<file path="src/rtl/risc_pkg.sv">
// risc_pkg: shared widths, ALU function codes and ID/EX control bundle
// rev 1.0
`default_nettype none

package risc_pkg;

  localparam int XLEN    = 32;
  localparam int REG_AW  = 5;
  localparam int FUNCT_W = 4;

  localparam logic [REG_AW-1:0] REG_ZERO = '0;

  localparam logic [FUNCT_W-1:0] FUNCT_ADD = 4'b0000;
  localparam logic [FUNCT_W-1:0] FUNCT_SUB = 4'b0001;
  localparam logic [FUNCT_W-1:0] FUNCT_AND = 4'b0010;
  localparam logic [FUNCT_W-1:0] FUNCT_OR  = 4'b0011;
  localparam logic [FUNCT_W-1:0] FUNCT_XOR = 4'b0100;
  localparam logic [FUNCT_W-1:0] FUNCT_SLT = 4'b0101;
  localparam logic [FUNCT_W-1:0] FUNCT_SLL = 4'b0110;
  localparam logic [FUNCT_W-1:0] FUNCT_SRL = 4'b0111;

  typedef struct packed {
    logic               reg_write;
    logic               mem_read;
    logic               mem_write;
    logic               alu_src;
    logic [FUNCT_W-1:0] funct;
  } idex_ctrl_t;

  // A producer forwards only if it writes a non-zero register matching the source.
  function automatic logic fwd_hit(input logic we, input logic [REG_AW-1:0] rd,
                                   input logic [REG_AW-1:0] src);
    return we && (rd == src) && (src != REG_ZERO);
  endfunction

endpackage

`default_nettype wire

</file>
<file path="src/rtl/operand_forward_sel.sv">
// operand_forward_sel: EX/MEM > MEM/WB > register-file operand selection
// rev 1.0
`default_nettype none

module operand_forward_sel
  import risc_pkg::*;
(
  input  logic [REG_AW-1:0] src,
  input  logic [XLEN-1:0]   reg_data,
  input  logic              exmem_reg_write,
  input  logic [REG_AW-1:0] exmem_rd,
  input  logic [XLEN-1:0]   exmem_result,
  input  logic              memwb_reg_write,
  input  logic [REG_AW-1:0] memwb_rd,
  input  logic [XLEN-1:0]   memwb_result,
  output logic [XLEN-1:0]   data
);

  always_comb begin
    data = reg_data;
    if (fwd_hit(exmem_reg_write, exmem_rd, src)) begin
      data = exmem_result;
    end else if (fwd_hit(memwb_reg_write, memwb_rd, src)) begin
      data = memwb_result;
    end
  end

endmodule

`default_nettype wire

</file>
<file path="src/rtl/id_ex_stage.sv">
// id_ex_stage: ID/EX pipeline register with operand forwarding and load-use bubble
// rev 1.0
`default_nettype none

module id_ex_stage
  import risc_pkg::*;
(
  input  logic               clk,
  input  logic               rst,
  input  logic               id_valid,
  input  logic [XLEN-1:0]    id_rs_data,
  input  logic [XLEN-1:0]    id_rt_data,
  input  logic [XLEN-1:0]    id_imm,
  input  logic [REG_AW-1:0]  id_rs,
  input  logic [REG_AW-1:0]  id_rt,
  input  logic [REG_AW-1:0]  id_rd,
  input  logic               id_uses_rt,
  input  logic               id_alu_src,
  input  logic [FUNCT_W-1:0] id_funct,
  input  logic               id_reg_write,
  input  logic               id_mem_read,
  input  logic               id_mem_write,
  input  logic               exmem_reg_write,
  input  logic [REG_AW-1:0]  exmem_rd,
  input  logic [XLEN-1:0]    exmem_result,
  input  logic               memwb_reg_write,
  input  logic [REG_AW-1:0]  memwb_rd,
  input  logic [XLEN-1:0]    memwb_result,
  input  logic               stall,
  input  logic               flush,
  output logic               ex_valid,
  output logic [XLEN-1:0]    ex_a,
  output logic [XLEN-1:0]    ex_b,
  output logic [FUNCT_W-1:0] ex_funct,
  output logic [XLEN-1:0]    ex_store_data,
  output logic [REG_AW-1:0]  ex_rd,
  output logic               ex_reg_write,
  output logic               ex_mem_read,
  output logic               ex_mem_write,
  output logic               load_use_stall
);

  logic              valid_q;
  idex_ctrl_t        ctrl_q;
  logic [XLEN-1:0]   rs_data_q;
  logic [XLEN-1:0]   rt_data_q;
  logic [XLEN-1:0]   imm_q;
  logic [REG_AW-1:0] rs_q;
  logic [REG_AW-1:0] rt_q;
  logic [REG_AW-1:0] rd_q;
  logic [XLEN-1:0]   fwd_rs;
  logic [XLEN-1:0]   fwd_rt;
  logic              clear;

  // Reset, flush and an unstalled load-use all write the same all-zero bubble.
  assign clear = rst || flush || (!stall && load_use_stall);

  always_ff @(posedge clk) begin
    if (clear) begin
      valid_q   <= 1'b0;
      ctrl_q    <= '{reg_write: 1'b0, mem_read: 1'b0, mem_write: 1'b0,
                     alu_src: 1'b0, funct: FUNCT_ADD};
      rs_data_q <= '0;
      rt_data_q <= '0;
      imm_q     <= '0;
      rs_q      <= REG_ZERO;
      rt_q      <= REG_ZERO;
      rd_q      <= REG_ZERO;
    end else if (!stall) begin
      valid_q          <= id_valid;
      ctrl_q.reg_write <= id_valid && id_reg_write;
      ctrl_q.mem_read  <= id_valid && id_mem_read;
      ctrl_q.mem_write <= id_valid && id_mem_write;
      ctrl_q.alu_src   <= id_alu_src;
      ctrl_q.funct     <= id_funct;
      rs_data_q        <= id_rs_data;
      rt_data_q        <= id_rt_data;
      imm_q            <= id_imm;
      rs_q             <= id_rs;
      rt_q             <= id_rt;
      rd_q             <= id_rd;
    end
  end

  operand_forward_sel u_fwd_rs (
    .src             (rs_q),
    .reg_data        (rs_data_q),
    .exmem_reg_write (exmem_reg_write),
    .exmem_rd        (exmem_rd),
    .exmem_result    (exmem_result),
    .memwb_reg_write (memwb_reg_write),
    .memwb_rd        (memwb_rd),
    .memwb_result    (memwb_result),
    .data            (fwd_rs)
  );

  operand_forward_sel u_fwd_rt (
    .src             (rt_q),
    .reg_data        (rt_data_q),
    .exmem_reg_write (exmem_reg_write),
    .exmem_rd        (exmem_rd),
    .exmem_result    (exmem_result),
    .memwb_reg_write (memwb_reg_write),
    .memwb_rd        (memwb_rd),
    .memwb_result    (memwb_result),
    .data            (fwd_rt)
  );

  assign ex_valid      = valid_q;
  assign ex_a          = fwd_rs;
  assign ex_b          = ctrl_q.alu_src ? imm_q : fwd_rt;
  assign ex_store_data = fwd_rt;
  assign ex_funct      = ctrl_q.funct;
  assign ex_rd         = rd_q;
  assign ex_reg_write  = valid_q && ctrl_q.reg_write;
  assign ex_mem_read   = valid_q && ctrl_q.mem_read;
  assign ex_mem_write  = valid_q && ctrl_q.mem_write;

  assign load_use_stall = ex_mem_read && (rd_q != REG_ZERO) && id_valid &&
                          ((id_rs == rd_q) || (id_uses_rt && (id_rt == rd_q)));

endmodule

`default_nettype wire

</file>
<file path="config.mk">
export PLATFORM = sky130hd
export DESIGN_NAME = id_ex_stage
export DESIGN_NICKNAME = d
export VERILOG_FILES = /design/src/rtl/risc_pkg.sv /design/src/rtl/operand_forward_sel.sv /design/src/rtl/id_ex_stage.sv
export SDC_FILE = /design/constraint.sdc
export NUM_CORES = 1
export LEC_CHECK = 0
export BUFFER_PORTS_ARGS = -buffer_cell sky130_fd_sc_hd__buf_2
export CAP_MARGIN = 0
export CORE_MARGIN = 2
export CORE_UTILIZATION = 54
export CTS_BUF_LIST = sky130_fd_sc_hd__clkbuf_8 sky130_fd_sc_hd__clkbuf_16
export CTS_CLUSTER_DIAMETER = 50
export DETAILED_ROUTE_END_ITERATION = 6
export PLACE_DENSITY = 0.87
export SETUP_SLACK_MARGIN = 0.02
export SLEW_MARGIN = 20
export SYNTH_ARGS = -nofsm -noshare
export SYNTH_HDL_FRONTEND = slang
export SYNTH_HIERARCHICAL = 1
export SYNTH_SLANG_ARGS = --single-unit
</file>
<file path="constraint.sdc">
create_clock -name clk -period 6.63 [get_ports clk]
set_clock_uncertainty 0.15 [all_clocks]
set_input_delay 1.326 -clock clk [delete_from_list [all_inputs] [get_ports clk]]
set_output_delay 1.326 -clock clk [all_outputs]
set_load 0.01 [all_outputs]
</file>
Word-level counts from Yosys, hierarchy flattened
Cells that the tools add are included.
{"block": "word_totals", "ff_bits": 120, "in_bits": 201, "out_inout_bits": 110}
{"block": "classes", "mux": 5, "reduce_logical": 26, "n_eq_ne": 6}
{"op": "32-bit two-way mux", "count": 5}
{"op": "5-bit == test", "count": 6}
{"op": "1-bit logical AND", "count": 19}
{"op": "5-bit nonzero test", "count": 3}
{"op": "1-bit logical OR", "count": 3}
{"op": "1-bit zero test", "count": 1}

Logic depth before layout (Yosys ltp)
{"block": "logic_depth", "word_depth": 6, "depth_mapped": 7, "depth_no_buf": 5}

Hierarchy
The synthesis kept the hierarchy.
{"module": "id_ex_stage", "seq_area_each_um2": 2402.3, "cells_each": 479, "n_inst": 1, "area_each_um2": 5982.0}
{"module": "operand_forward_sel", "seq_area_each_um2": 0.0, "cells_each": 198, "n_inst": 2, "area_each_um2": 1153.6}

Worst setup path before layout
OpenSTA, ideal clock, no wires.
{"block": "synth_timing", "kind": "in2out", "from": "input memwb_rd[0]", "to": "output ex_b[23]", "cell_stages": 6, "required_ps": 5154, "path_buffers": 1, "path_slack_ps": 2400, "arrival_ps": 2754, "path_cell_list": "xnor2_1 nand4_2 clkbuf_1 or3_1 a31oi_1 mux2_2"}
{"block": "synth_between", "elab_chain_len": 6}
{"item": "start: declaration", "line": "id_ex_stage.sv:27", "rtl": "input logic [REG_AW-1:0] memwb_rd,"}
{"item": "5-bit == test", "line": "risc_pkg.sv:33", "rtl": "return we && (rd == src) && (src != REG_ZERO);"}
{"item": "1-bit logical AND (2 in a row)", "line": "risc_pkg.sv:33"}
{"item": "32-bit two-way mux", "line": "operand_forward_sel.sv:23", "rtl": "end else if (fwd_hit(memwb_reg_write, memwb_rd, src)) begin"}
{"item": "32-bit two-way mux", "line": "operand_forward_sel.sv:21", "rtl": "if (fwd_hit(exmem_reg_write, exmem_rd, src)) begin"}
{"item": "net ex_store_data[23]", "line": "id_ex_stage.sv:35", "rtl": "output logic [XLEN-1:0] ex_store_data,"}
{"item": "32-bit two-way mux", "line": "id_ex_stage.sv:111", "rtl": "assign ex_b = ctrl_q.alu_src ? imm_q : fwd_rt;"}
{"item": "end: declaration", "line": "id_ex_stage.sv:33", "rtl": "output logic [XLEN-1:0] ex_b,"}
The timed path passes the listed nets, and every way through them passes these cells.

Worst setup path in the final report
{"block": "layout_timing", "from": "register rt_q[2]", "to": "output ex_b[10]"}
{"block": "layout_between", "elab_chain_len": 6}
{"item": "start: declaration", "line": "id_ex_stage.sv:49", "rtl": "logic [REG_AW-1:0] rt_q;"}
{"item": "start signal: assignment", "line": "id_ex_stage.sv:80", "rtl": "rt_q <= id_rt;"}
{"item": "5-bit == test", "line": "risc_pkg.sv:33"}
{"item": "1-bit logical AND (2 in a row)", "line": "risc_pkg.sv:33"}
{"item": "32-bit two-way mux", "line": "operand_forward_sel.sv:23"}
{"item": "32-bit two-way mux (*)", "line": "operand_forward_sel.sv:21"}
{"item": "32-bit two-way mux (*)", "line": "id_ex_stage.sv:111"}
Mark *: on every way between the ends. The rest lies on a longest branch, timed or not.

==> results.txt <==
Comb pwr share: 16.2%
startpoint types: flip-flop
power per cell area: 210 nW/um2
Crit Path Max Fanout: 33
DRC marker count from the first detailed-route iteration: 843
clock sink count: 120
FF-to-FF Start: ex_rd[2]
Residual DRC: 0
CTS tree: built
# Max-Cap Violations: 0
Final min period: 5.17 ns
status: finished clean
hold path endpoint: rt_data_q[31]
Int Pwr: 1590 uW
Critical Path RT: 5.15 ns
CP cell instances: or4_4 -> o211ai_4 -> or2_2 -> a31oi_1 -> mux2_2 -> buf_2
Peak VDD IR: 0.000180 V
crit path buf inv count: 1
CP Capture Type: primary output
flops & latches, synth: 120
Post-synth ARST share: 0%
CP Data Arrival Time: 3.69 ns
grt total ovfl: 0
aggregate global-route resource usage: 33.4%
drt total wl: 28400 um
Die Area: 16400 um2
Worst-Margin Slew: 1.05 ns
CTS buffer count: 17
post-synthesis instance area: 8290 um2
Final Hold Fails: 0
Post-CTS Setup Inserts: 0
Final period util: 77.9%
sw frac: 25.8%
Worst-path clk slew: 0.06 ns
Die X: 128 um
routed length per placed instance: 21.6 um
worst rel slew slack: 29.9%
cts hold-fix bufs: 0
GP Congestion: 1.03
I/O pin cnt: 311
Final Non-Filler Cells: 1316
first-pass iteration count of the detailed router: 5
Max Buffers Root-to-Sink: 2
most frequent cells in the layout: buf_2 (309), dfxtp_1 (119), mux2i_1 (116)
first-pass GRT wire length: 42900 um
die height: 128 um
syn_nets: 1076
Crit path largest cell delay: 0.84 ns
share of total power in sequential cells: 35.6%
CP top delay family: simple AND/OR/NAND/NOR gates
worst hold path depth: 2
std cell rows: 45
Vias: 8146
Fillers: 1256
Final Max Tran Viols: 0
commonest non-fill, non-tap cell in the layout: buf_2
Final WS setup: 1.46 ns
setup violators final: 0
drt via density: 6.19
Core Area: 15100 um2
worst slack, placed: 1.69 ns
RSZ-0062 raised after global routing: false
leakage dissipation: 0.00443 uW
largest net degree at the start of global routing: 104
# port buffers: 310
Reg2Reg Depth: 6
Worst-Skew Late Latency: 0.41 ns
clock root buffer: clkbuf_16
layout cells sized above 1: 46.0%
Final nets: 1314
quantity of gates resized following cts: 0
ANT nets after route: 0
critical path class: flip-flop to primary output
Fin Setup TNS: 0 ns
Seq/Total Area, Yosys: 29.0%
min-delay src: rt_data_q[31]
EDFF count, synth: 0
predominant post-synthesis flop cell: dfxtp_1
Max Freq: 194 MHz
antenna violations before repair: 8
Tightest Hold Check Type: flip-flop to flip-flop
reg2reg end: ctrl_q[4]
Switch Pwr: 555 uW
Initial Util: 54.9%
clock share of power: 48.1%
worst reg2reg setup slack: 3.34 ns
H-tree Lvls: 4
Ys Warns: 6
HPWL Detailed: 19400 um
Post-Place Cells: 1282
Distinct cells, synth: 35
number of global-route vias before repair: 7633
Syn Area/Cell: 9.47 um2
Syn Inst Count: 875
Critical Path Source: rt_q[2]
Slowest cell on crit path: o211ai_4
Layout area overhead: 23.1%
-- power groups by stage --
stage,sequential (uW),clock [uW],combinational (uW)
6_report,766,1030,348
5_1_grt,768,1070,371
4_1_cts,765,1040,345
3_5_place_dp,780,0,342
3_3_place_gp,779,0,336
2_1_floorplan,772,0,213
-- flip-flops by register name, indices dropped and copies added, names as in the netlist --
signal / flops
imm_q: 32
rs_data_q: 32
rt_data_q: 32
ex_rd: 5
rs_q: 5
rt_q: 5
ctrl_q: 4
ex_funct: 4
ex_valid: 1
-- cell families after synthesis --
group	Yosys count	share of synthesized area (%)
AO/OA/AOI/OAI	259	27.8
XOR/XNOR	30	3.17
buffers and inverters	170	11.1
flip-flops	120	29.0
multiplexers	148	18.4
AND/OR/NAND/NOR	148	10.6
-- synthesized netlist by cell type (all sizes together) (3+ instances only) --
master	number	share of area (%)
a211oi	120	18
dfxtp	120	29
mux2i	116	14
inv	65	2.9
o21ai	65	4.0
a31oi	64	4.8
nor3	64	3.9
or3	64	5.0
buf	53	5.7
clkbuf	52	2.4
mux2	32	4.3
xnor2	30	3.2
nand4	5	0.53
o211ai	4	1.0
a22oi	3	0.27
and2	3	0.23
or2	3	0.23
or4	3	0.36
-- routing by layer --
| layer | up-vias | part of all wire (%) | GRT usage [%] | wire, um |
|---|---|---|---|---|
| met4 | 6 | 2.1 | 9.57 | 607 |
| li1 | 3718 | - | - | - |
| met3 | 71 | 9.3 | 9.72 | 2640 |
| met2 | 492 | 47 | 53.8 | 13400 |
| met1 | 3859 | 41 | 43.7 | 11600 |
| met5 | - | 0.14 | 0 | 41 |
-- how the worst max path moves through the flow --
stage	endpoint	slack [ns]	cells past startpoint
detailed placement	ex_b[31]	1.69	7
global route	ex_b[10]	1.36	6
global placement	ex_b[31]	1.25	8
CTS	ex_b[16]	1.54	6
floorplan	ex_b[23]	2.40	6
finish	ex_b[10]	1.46	6
-- worst reg2reg max path: stages (launching register included) --
cell	delay, ns
dfxtp_1	0.43
xnor2_1	0.15
nand3_1	0.18
o22ai_4	0.25
buf_4	0.73
buf_4	0.99
a211oi_1	0.23
-- stage by stage --
stage	total power [uW]	util (%)	hold slack, ns	area [um2]
4_1_cts	2150	67.6	0.388	10200
5_1_grt	2210	67.6	0.410	10200
3_3_place_gp	1120	63.3	0.368	9540
6_report	2150	67.6	0.385	10200
2_1_floorplan	985	-	0.356	8290
3_5_place_dp	1120	63.3	0.381	9540
-- layout make-up --
class	count	area (um2)	share of cell area, %
Clock inverter	8	169	1.66
Multi-Input combinational cell	585	4990	48.9
Inverter	65	244	2.39
Sequential cell	120	2400	23.6
Timing Repair Buffer	324	1680	16.4
Antenna cell	5	12.5	0.123
Tap cell	188	235	2.30
Clock buffer	21	480	4.71
No activity file was read; power rests on OpenSTA's default activity.
